## src/rtl/instr_fetch_if.sv

```systemverilog
`default_nettype none
// ============================================================================
// Module   : instr_fetch_if
// Purpose  : Program-load and instruction-delivery bundle of the fetch stage.
// Revision : 1.0 - initial release
// ============================================================================
interface instr_fetch_if #(
   parameter int INSTR_WIDTH = 20,
   parameter int ADDR_BITS   = 5
);
   logic                   prog_we;
   logic [ADDR_BITS-1:0]   prog_addr;
   logic [INSTR_WIDTH-1:0] prog_data;
   logic [INSTR_WIDTH-1:0] instr;
   logic [ADDR_BITS-1:0]   pc;
   logic                   fetch_strobe;
   logic                   done;

   modport master (
      output prog_we, prog_addr, prog_data,
      input  instr, pc, fetch_strobe, done
   );

   modport slave (
      input  prog_we, prog_addr, prog_data,
      output instr, pc, fetch_strobe, done
   );
endinterface
`default_nettype wire

```

## src/rtl/instr_fetch.sv

```systemverilog
`default_nettype none
// ============================================================================
// Module   : instr_fetch
// Purpose  : Loadable instruction memory + PC; holds each word for the CU's
//            dwell on its class. Option macro: FETCH_WRAP_EN (wrap at end).
// Revision : 1.0 - initial release
// ============================================================================
module instr_fetch #(
   parameter int INSTR_WIDTH = 20,
   parameter int ADDR_BITS   = 5
) (
   input  logic         clk,
   input  logic         rst,
   instr_fetch_if.slave bus
);
   localparam int DEPTH = 2 ** ADDR_BITS;

   localparam logic [1:0] F_RESET = 2'd0;
   localparam logic [1:0] F_SKIP  = 2'd1;
   localparam logic [1:0] F_HOLD  = 2'd2;
   localparam logic [1:0] F_DONE  = 2'd3;

   localparam logic [1:0] CLS_NOP = 2'b00;
   localparam logic [1:0] CLS_STD = 2'b01;

   localparam logic [ADDR_BITS-1:0] LAST_ADDR = {ADDR_BITS{1'b1}};

`ifdef FETCH_WRAP_EN
   localparam bit STOP_AT_END = 1'b0;
`else
   localparam bit STOP_AT_END = 1'b1;
`endif

   logic [INSTR_WIDTH-1:0] mem_q [DEPTH];

   logic [1:0]             state_q,  state_d;
   logic [INSTR_WIDTH-1:0] instr_q,  instr_d;
   logic [ADDR_BITS-1:0]   pc_q,     pc_d;
   logic                   strobe_q, strobe_d;
   logic                   done_q,   done_d;
   logic [1:0]             cnt_q,    cnt_d;

   logic [ADDR_BITS-1:0]   w_next_addr;
   logic [INSTR_WIDTH-1:0] w_next_word;
   logic                   w_at_end;

   // Counter preload is dwell-1: the fetch fires on the edge where it reads 0.
   function automatic logic [1:0] dwell_m1(input logic [1:0] cls);
      return (cls == CLS_STD) ? 2'd2 : 2'd3;
   endfunction

   assign w_next_addr = pc_q + ADDR_BITS'(1);
   assign w_next_word = mem_q[w_next_addr];
   assign w_at_end    = STOP_AT_END && (pc_q == LAST_ADDR);

   always_ff @(posedge clk) begin
      if (!rst && bus.prog_we) begin
         mem_q[bus.prog_addr] <= bus.prog_data;
      end
   end

   always_comb begin
      state_d  = state_q;
      instr_d  = instr_q;
      pc_d     = pc_q;
      strobe_d = 1'b0;
      done_d   = done_q;
      cnt_d    = cnt_q;
      case (state_q)
         F_RESET: begin
            instr_d  = mem_q[0];
            pc_d     = '0;
            strobe_d = 1'b1;
            state_d  = F_SKIP;
         end
         F_SKIP: begin
            if (instr_q[INSTR_WIDTH-1 -: 2] != CLS_NOP) begin
               // Loading here, one edge after the word appeared, adds the CU's RESET->DECODE cycle.
               cnt_d   = dwell_m1(instr_q[INSTR_WIDTH-1 -: 2]);
               state_d = F_HOLD;
            end else if (w_at_end) begin
               instr_d = '0;
               done_d  = 1'b1;
               state_d = F_DONE;
            end else begin
               instr_d  = w_next_word;
               pc_d     = w_next_addr;
               strobe_d = 1'b1;
            end
         end
         F_HOLD: begin
            if (cnt_q != 2'd0) begin
               cnt_d = cnt_q - 2'd1;
            end else if (w_at_end) begin
               instr_d = '0;
               done_d  = 1'b1;
               state_d = F_DONE;
            end else begin
               instr_d  = w_next_word;
               pc_d     = w_next_addr;
               strobe_d = 1'b1;
               cnt_d    = dwell_m1(w_next_word[INSTR_WIDTH-1 -: 2]);
            end
         end
         default: begin
            state_d = F_DONE;
         end
      endcase
   end

   always_ff @(posedge clk) begin
      if (!rst) begin
         state_q  <= F_RESET;
         instr_q  <= '0;
         pc_q     <= '0;
         strobe_q <= 1'b0;
         done_q   <= 1'b0;
         cnt_q    <= '0;
      end else begin
         state_q  <= state_d;
         instr_q  <= instr_d;
         pc_q     <= pc_d;
         strobe_q <= strobe_d;
         done_q   <= done_d;
         cnt_q    <= cnt_d;
      end
   end

   assign bus.instr        = instr_q;
   assign bus.pc           = pc_q;
   assign bus.fetch_strobe = strobe_q;
`ifdef FETCH_WRAP_EN
   assign bus.done         = 1'b0;
`else
   assign bus.done         = done_q;
`endif
endmodule
`default_nettype wire
```

## src/flat_wrapper.sv

```systemverilog
// flat-port wrapper written by rule: the top's interface ports become plain ports
module instr_fetch_flat 
#(
   parameter int INSTR_WIDTH = 20,
   parameter int ADDR_BITS   = 5
)
  (clk, rst, bus_prog_we, bus_prog_addr, bus_prog_data, bus_instr, bus_pc, bus_fetch_strobe, bus_done);
  instr_fetch_if #(.INSTR_WIDTH(INSTR_WIDTH), .ADDR_BITS(ADDR_BITS)) bus_i ();
  input  logic clk;
  input  logic rst;
  input wire logic [$bits(bus_i.prog_we)-1:0] bus_prog_we;
  input wire logic [$bits(bus_i.prog_addr)-1:0] bus_prog_addr;
  input wire logic [$bits(bus_i.prog_data)-1:0] bus_prog_data;
  output wire logic [$bits(bus_i.instr)-1:0] bus_instr;
  output wire logic [$bits(bus_i.pc)-1:0] bus_pc;
  output wire logic [$bits(bus_i.fetch_strobe)-1:0] bus_fetch_strobe;
  output wire logic [$bits(bus_i.done)-1:0] bus_done;
  assign bus_i.prog_we = bus_prog_we;
  assign bus_i.prog_addr = bus_prog_addr;
  assign bus_i.prog_data = bus_prog_data;
  assign bus_instr = bus_i.instr;
  assign bus_pc = bus_i.pc;
  assign bus_fetch_strobe = bus_i.fetch_strobe;
  assign bus_done = bus_i.done;
  instr_fetch #(.INSTR_WIDTH(INSTR_WIDTH), .ADDR_BITS(ADDR_BITS)) u_core (.clk(clk), .rst(rst), .bus(bus_i));
endmodule
```

## config.mk

```make
export PLATFORM = sky130hd
export DESIGN_NAME = instr_fetch_flat
export DESIGN_NICKNAME = d
export VERILOG_FILES = /design/src/rtl/instr_fetch_if.sv /design/src/rtl/instr_fetch.sv /design/src/flat_wrapper.sv
export SDC_FILE = /design/constraint.sdc
export NUM_CORES = 1
export LEC_CHECK = 0
export CAP_MARGIN = 20
export CORE_MARGIN = 1.5
export CORE_UTILIZATION = 30
export CTS_CLUSTER_DIAMETER = 150
export CTS_CLUSTER_SIZE = 24
export DETAILED_ROUTE_END_ITERATION = 10
export GPL_TIMING_DRIVEN = 0
export SLEW_MARGIN = 20
export SYNTH_ARGS = -nofsm -noshare
export SYNTH_HDL_FRONTEND = slang
export SYNTH_SLANG_ARGS = --single-unit
```

## constraint.sdc

```tcl
create_clock -name clk -period 3.1 [get_ports clk]
set_input_delay 0.31 -clock clk [delete_from_list [all_inputs] [get_ports clk]]
set_output_delay 0.31 -clock clk [all_outputs]
set_load 0.005 [all_outputs]
```

# Word level (Yosys, flattened, before mapping)
# Memory sizes are Yosys's and may differ from the RTL's.
# Cells that the tools add are included.
totals:
  mem_count: 1
  reg_bits: 31
  input_bits: 28
  output_inout_bits: 27
  word_cells: 56
  ram_bits: 640
mem_list:
  columns: ["name", "depth", "word_bits", "read_ports", "rd_clocked_by_memory_dff", "write_ports", "line", "text"]
  rows:
  - ["u_core.mem_q", 32, 20, 2, 0, 1, "instr_fetch.sv:34", "logic [INSTR_WIDTH-1:0] mem_q [DEPTH];"]
op_classes:
  n_mux: 28
  n_reduce_logical: 10
  eq_ne: 9
  n_addsub: 2
ops:
  columns: ["op", "count"]
  rows:
  - ["2-to-1 mux 20 bit", 3]
  - ["one-hot mux 20 bit (3 select lines)", 1]
  - ["2-to-1 mux 5 bit", 3]
  - ["one-hot mux 5 bit (3 select lines)", 1]
  - ["2-to-1 mux 2 bit", 6]
  - ["2-to-1 mux 1 bit", 10]
  - ["AND reduction 3 bit", 3]
  - ["== test 2 x 1 -> 1 bit, second input constant", 3]
  - ["one-hot mux 2 bit (3 select lines)", 1]
  - ["nonzero test 2 bit", 3]
  - ["adder 5 x 1 -> 5 bit, second input constant", 1]
  - ["== test 5 bit, second input constant", 1]
  - ["inequality test 2 bit, second input constant", 2]
  - ["one-hot mux 2 bit (2 select lines)", 1]
  - ["inequality test 3 bit, second input constant", 1]
  - ["one-hot mux 1 bit (3 select lines)", 1]
  - ["nonzero test 3 bit", 1]
  - ["== test 2 bit, second input constant", 1]
  - ["logical NOT 2 bit", 1]
  - ["inequality test 2 x 1 -> 1 bit, second input constant", 1]
  - ["one-hot mux 1 bit (2 select lines)", 1]
  - ["subtractor 2 x 1 -> 2 bit, second input constant", 1]
  - ["logical AND 1 bit", 1]
  - ["logical NOT 1 bit", 1]

# Logic depth before layout (Yosys ltp)
# An unclocked memory read counts as a cell.
logic_depth:
  ltp_word: 7
  depth_mapped: 10
  depth_no_buf: 8

# Worst setup path before layout
# OpenSTA, ideal clock, no wires.
synth_path:
  path_kind: "input-to-reg"
  start: "input rst"
  end: "memory u_core.mem_q[22][0] (enable)"
  setup_ns: 0.397
  path_stages: 4
  required_time_ns: 2.703
  slack_ns: 0.854
  n_path_buf: 1
  arrival_ns: 1.849
  path_cell_list: "inv_1 clkbuf_1 nand4b_1 nor2_1"
synth_via:
  elab_chain_cells: 4
synth_lines:
  columns: ["element", "line", "text"]
  rows:
  - ["start: declaration", "flat_wrapper.sv:10", "input logic rst;"]
  - ["logical NOT 1 bit", "instr_fetch.sv:57", "if (!rst && bus.prog_we) begin"]
  - ["logical AND 1 bit", "instr_fetch.sv:57", null]
  - ["2-to-1 mux 1 bit", "instr_fetch.sv:57", null]
  - ["2-to-1 mux 1 bit (not written as such)", "instr_fetch.sv:58", "mem_q[bus.prog_addr] <= bus.prog_data;"]
  - ["end: declaration", "instr_fetch.sv:34", null]
# No other way between the ends.

# Worst setup path after layout
layout_path:
  start: "register u_core.pc_q[0], in the netlist u_core.bus.pc[0]"
  end: "register u_core.instr_q[14], in the netlist u_core.bus.instr[14]"
layout_via:
  elab_chain_cells: 5
  elab_cells_between_ends: 7
  cone_classes: "add/sub: 1; eq/ne: 1; mux: 4; memory: 1"
layout_lines:
  columns: ["element", "line", "text"]
  rows:
  - ["start: declaration", "instr_fetch.sv:38", "logic [ADDR_BITS-1:0] pc_q, pc_d;"]
  - ["start signal: assignment", "instr_fetch.sv:122", "pc_q <= pc_d;"]
  - ["adder 5 x 1 -> 5 bit", "instr_fetch.sv:52", "assign w_next_addr = pc_q + ADDR_BITS'(1);"]
  - ["memory read (32 x 20 bit)", null, null]
  - ["2-to-1 mux 20 bit (*)", "instr_fetch.sv:81, instr_fetch.sv:94", null]
  - ["2-to-1 mux 20 bit (on tied branches)", "instr_fetch.sv:92, instr_fetch.sv:77", null]
  - ["one-hot mux 20 bit (3 select lines) (*)", "instr_fetch.sv:69", "case (state_q)"]
  - ["end signal: assignment", "instr_fetch.sv:121", "instr_q <= instr_d;"]
  - ["end: declaration", "instr_fetch.sv:37", "logic [INSTR_WIDTH-1:0] instr_q, instr_d;"]
# Every way passes the cells marked *; elsewhere a longest branch is shown, timed or not. The select of a mux whose other input is x is not followed.
# A chain may end at the register's enable or synchronous reset.

==> results list <==
* Run status: complete, no violations
* Cells on worst reg2reg path: 8
- The root buffer cell chosen for the clock tree is clkbuf_16.
- Yosys printed 0 warnings.
- The finished cells cover 29590 um^2.
- Counting the fill cells in the layout gives 8121.
* H-tree depth: 1
- Measured slew at the worst slew-check pin: 1137 ps
- Type of element launching the critical path: register
* First-pass iteration count of the detailed router: 6
* CP arrival: 3550 ps
- Leaving out fill and tap cells, the most frequent cells in the layout are 640 x edfxtp_1, 164 x nand2_1, 154 x mux4_2.
- Crit Path Category: register to register
- Power, Total: 21140 uW
* Final count of pins violating max slew: 0
- For this design the top-level I/O count stands at 55.
- Sequential-to-total area share from yosys stat: 75.70%
- GR Util All Layers: 15.42%
- Time the final worst path needs with I/O delays and setup: 3057 ps
* Number of design-rule violations left by the first detailed-router iteration: 1656
- Number of unique standard cell types used by synthesis: 41
- Summing every instance area after synthesis gives 26210 um^2.
- After synthesis, the share of flip-flops with an asynchronous set or reset is 0%.
* Maximum vdd drop: 0.4308 mV
* Placed cell area: 28600 um^2
- Routability-driven placement finished with a final weighted congestion of 0.8899.
* Wirelength per Cell: 26.50 um
* Data required time of the worst path: 3590 ps
- TritonCTS created 31 clock buffers.
- Measured along the y axis, the die boundary spans 298.6 um.
- Number of global-route vias before repair: 13640
* Nets: 1494
- The worst setup path is captured at a register.
* Die width: 298.6 um
- The path with the worst hold slack has its endpoint at u_core.mem_q[24][11]$_DFFE_PP_.
- Entering global routing, the biggest net connects 33 pins.
- Number of flops mapped to enable cells by yosys: 640
- Clock slew at the register clock pins of the worst setup and hold paths: 100 ps
- Type of the most critical hold path: input port to register
- Global routing used 25.32% of the available met2 tracks.
- For this run, the share of the core covered by cells in the final layout is 34.16%.
- For this run, the top clock speed supported by timing is 327.2 MHz.
- Site row count: 108
* Pleak: 0.008779 uW
* Post-synth net total: 1390
- Final HPWL DP: 46400 um
- Detailed routing inserted a total of 13610 vias.
* Critical path launch point: u_core.bus.pc[0]$_SDFFE_PN0P_
- Global routing used 21.40% of the available met1 tracks.
* DRC errors left: 0
- TritonCTS built the clock tree.
- Setup repair after global routing left no endpoint under its margin.
* Vias/cell: 5.156
* Commonest non-fill, non-tap cell in the layout: edfxtp_1
* Setup slack after layout: 43.39 ps
* Setup slack of the most critical reg-to-reg path: 40 ps
- The die covers 89140 um^2.
- Critical R2R Launch: u_core.bus.pc[0]$_SDFFE_PN0P_
- First-pass GRT wire length: 100200 um
* Met3 track utilization from global routing: 2.646%
- Initial standard-cell utilization of the core: 30.26%
- Setup clock skew after layout: 13.03 ps
* Ys flop type: edfxtp_1
- Counting instances, the worst hold path has a depth of 1.
* Mean post-synth cell area: 19.34 um^2
- Worst slack at placement: -1016 ps
- Share of post-route cells with drive strength above 1: 21.65%
* Worst-path maximum fanout: 10
* Final cell count without fillers: 2639
- Post-synthesis sequential element count: 671
* Count of max-cap constraint violations: 0
* Insertion delay of the later-clocked pin in the worst-skew pair: 630 ps
* Relative slew margins: 24.22%
- The area growth from synthesis to layout is 12.91%.
- After layout, the worst path uses 98.60% of the clock period.
* Number of sinks on the clock net: 671
- Hold path start: bus_prog_data[11]
* Final antenna-violating net count: 0
- Final-report setup violation count: 0
- Count of input and output buffers: 54
* Antenna violations before repair: 6
* Total core area: 86620 um^2
* Count of placed standard cells including taps: 2575
- Maximum clock path buffer count: 3
- The final hold violation count is 0.
* Global-route layer with the greatest usage: met2
- Worst r2r dst: u_core.bus.instr[14]$_SDFFE_PN0P_
- The final layout contains routed wiring with a total length of 69950 um.
- Dividing total power by cell area gives a power density of 714.4 nW/um^2.
* GRT Residual Overflow: 0
- In the synthesized netlist, the number of instances is 1355.
[cells by family (layout without fill, tap and decap cells)]
| group | Yosys count | after routing | share of synthesized area [%] |
|---|---|---|---|
| AND/OR/NAND/NOR | 330 | 332 | 5.930 |
| buffers and inverters | 91 | 217 | 1.733 |
| adder cells (fa/ha/maj) | 7 | 7 | 0.3342 |
| flip-flops | 671 | 671 | 75.70 |
| multiplexers | 172 | 172 | 14.05 |
| AO/OA/AOI/OAI | 80 | 80 | 2.053 |
| XOR/XNOR | 4 | 4 | 0.2053 |
| other | 0 | 1 | 0 |
[synthesized netlist by cell type, types with 3 or more instances]
master,count,area (um^2)
edfxtp_1,640,19220
nand2_1,164,615.6
mux4_2,154,3468
nand4_1,79,494.2
nor2_1,39,146.4
buf_2,36,180.2
dfxtp_1,31,620.6
clkbuf_1,29,108.9
o21ai_0,22,110.1
nand2b_1,21,131.4
a31oi_1,18,112.6
a41oi_1,18,157.7
mux2i_1,16,160.2
nand3_1,11,55.05
a21oi_1,10,50.05
buf_4,10,75.07
inv_1,8,30.03
ha_1,7,87.58
buf_1,4,15.01
buf_6,4,45.04
nand3b_1,3,22.52
or3_1,3,18.77
or3b_2,3,26.28
[how the worst max path moves through the flow]
| stage | end | slack [ps] |
|---|---|---|
| after floorplan | u_core.mem_q[22][0]$_DFFE_PP_ | 850 |
| after global placement | u_core.mem_q[2][12]$_DFFE_PP_ | -1440 |
| after detailed placement | u_core.mem_q[14][16]$_DFFE_PP_ | -1020 |
| after CTS | u_core.bus.instr[11]$_SDFFE_PN0P_ | 2 |
| after global routing | u_core.bus.instr[13]$_SDFFE_PN0P_ | 10 |
| final | u_core.bus.instr[14]$_SDFFE_PN0P_ | 40 |
[metal layers]
metal,wire length (um),vias to the layer above
li1,-,5721
met1,29520,7277
met2,33610,508
met3,5048,91
met4,1680,10
met5,79,-
[repair_timing]
| action | 4_1_cts | 5_1_grt |
|---|---|---|
| hold buffers | 1 | 0 |
| cloned | 2 | 0 |
| hold endpoints to repair | 2 | 0 |
| resized for setup | 10 | 16 |
| setup endpoints to repair | 321 | 13 |
| setup buffers | 4 | 0 |
| pin swaps | 8 | 5 |
[power breakdown]
part           total, uW  leakage [uW]  internal [uW]  switching (uW)
clock network       4650      0.000413           1910            2740
registers          10300       0.00601          10100             169
logic               6190       0.00235           2800            3390
[critical path, cell delays in order, from the launching register on]
cell,delay (ps)
dfxtp_1,420
ha_1,330
and3_1,220
ha_1,490
clkbuf_4,330
clkbuf_4,280
nand4_1,420
nand4_1,310
a31oi_1,100
[state kept, by name (all words and copies together) (netlist names)]
signal	flops
u_core.mem_q	640
u_core.bus.instr	20
u_core.bus.pc	5
u_core.cnt_q	2
u_core.state_q	2
u_core.bus.done	1
u_core.bus.fetch_strobe	1
[final cells by class]
cell class / instances / area, um^2 / area share [%]
Buffer: 82 / 452.9 / 1.531
Sequential cell: 671 / 19840 / 67.04
Clock buffer: 57 / 873.3 / 2.951
Timing Repair Buffer: 70 / 735.7 / 2.486
Antenna cell: 1 / 2.502 / 0.008456
Tap cell: 1155 / 1445 / 4.884
Multi-Input combinational cell: 595 / 6210 / 20.98
Inverter: 8 / 33.78 / 0.1142
[metrics by stage]
step                setup TNS (ps)  hold slack (ps)
floorplan                        0            408.9
global placement           -660120            500.8
detailed placement         -300230            486.5
CTS                              0            119.3
global route                     0            123.4
finish                           0            128.3
Power figures use the tool's default switching activity.
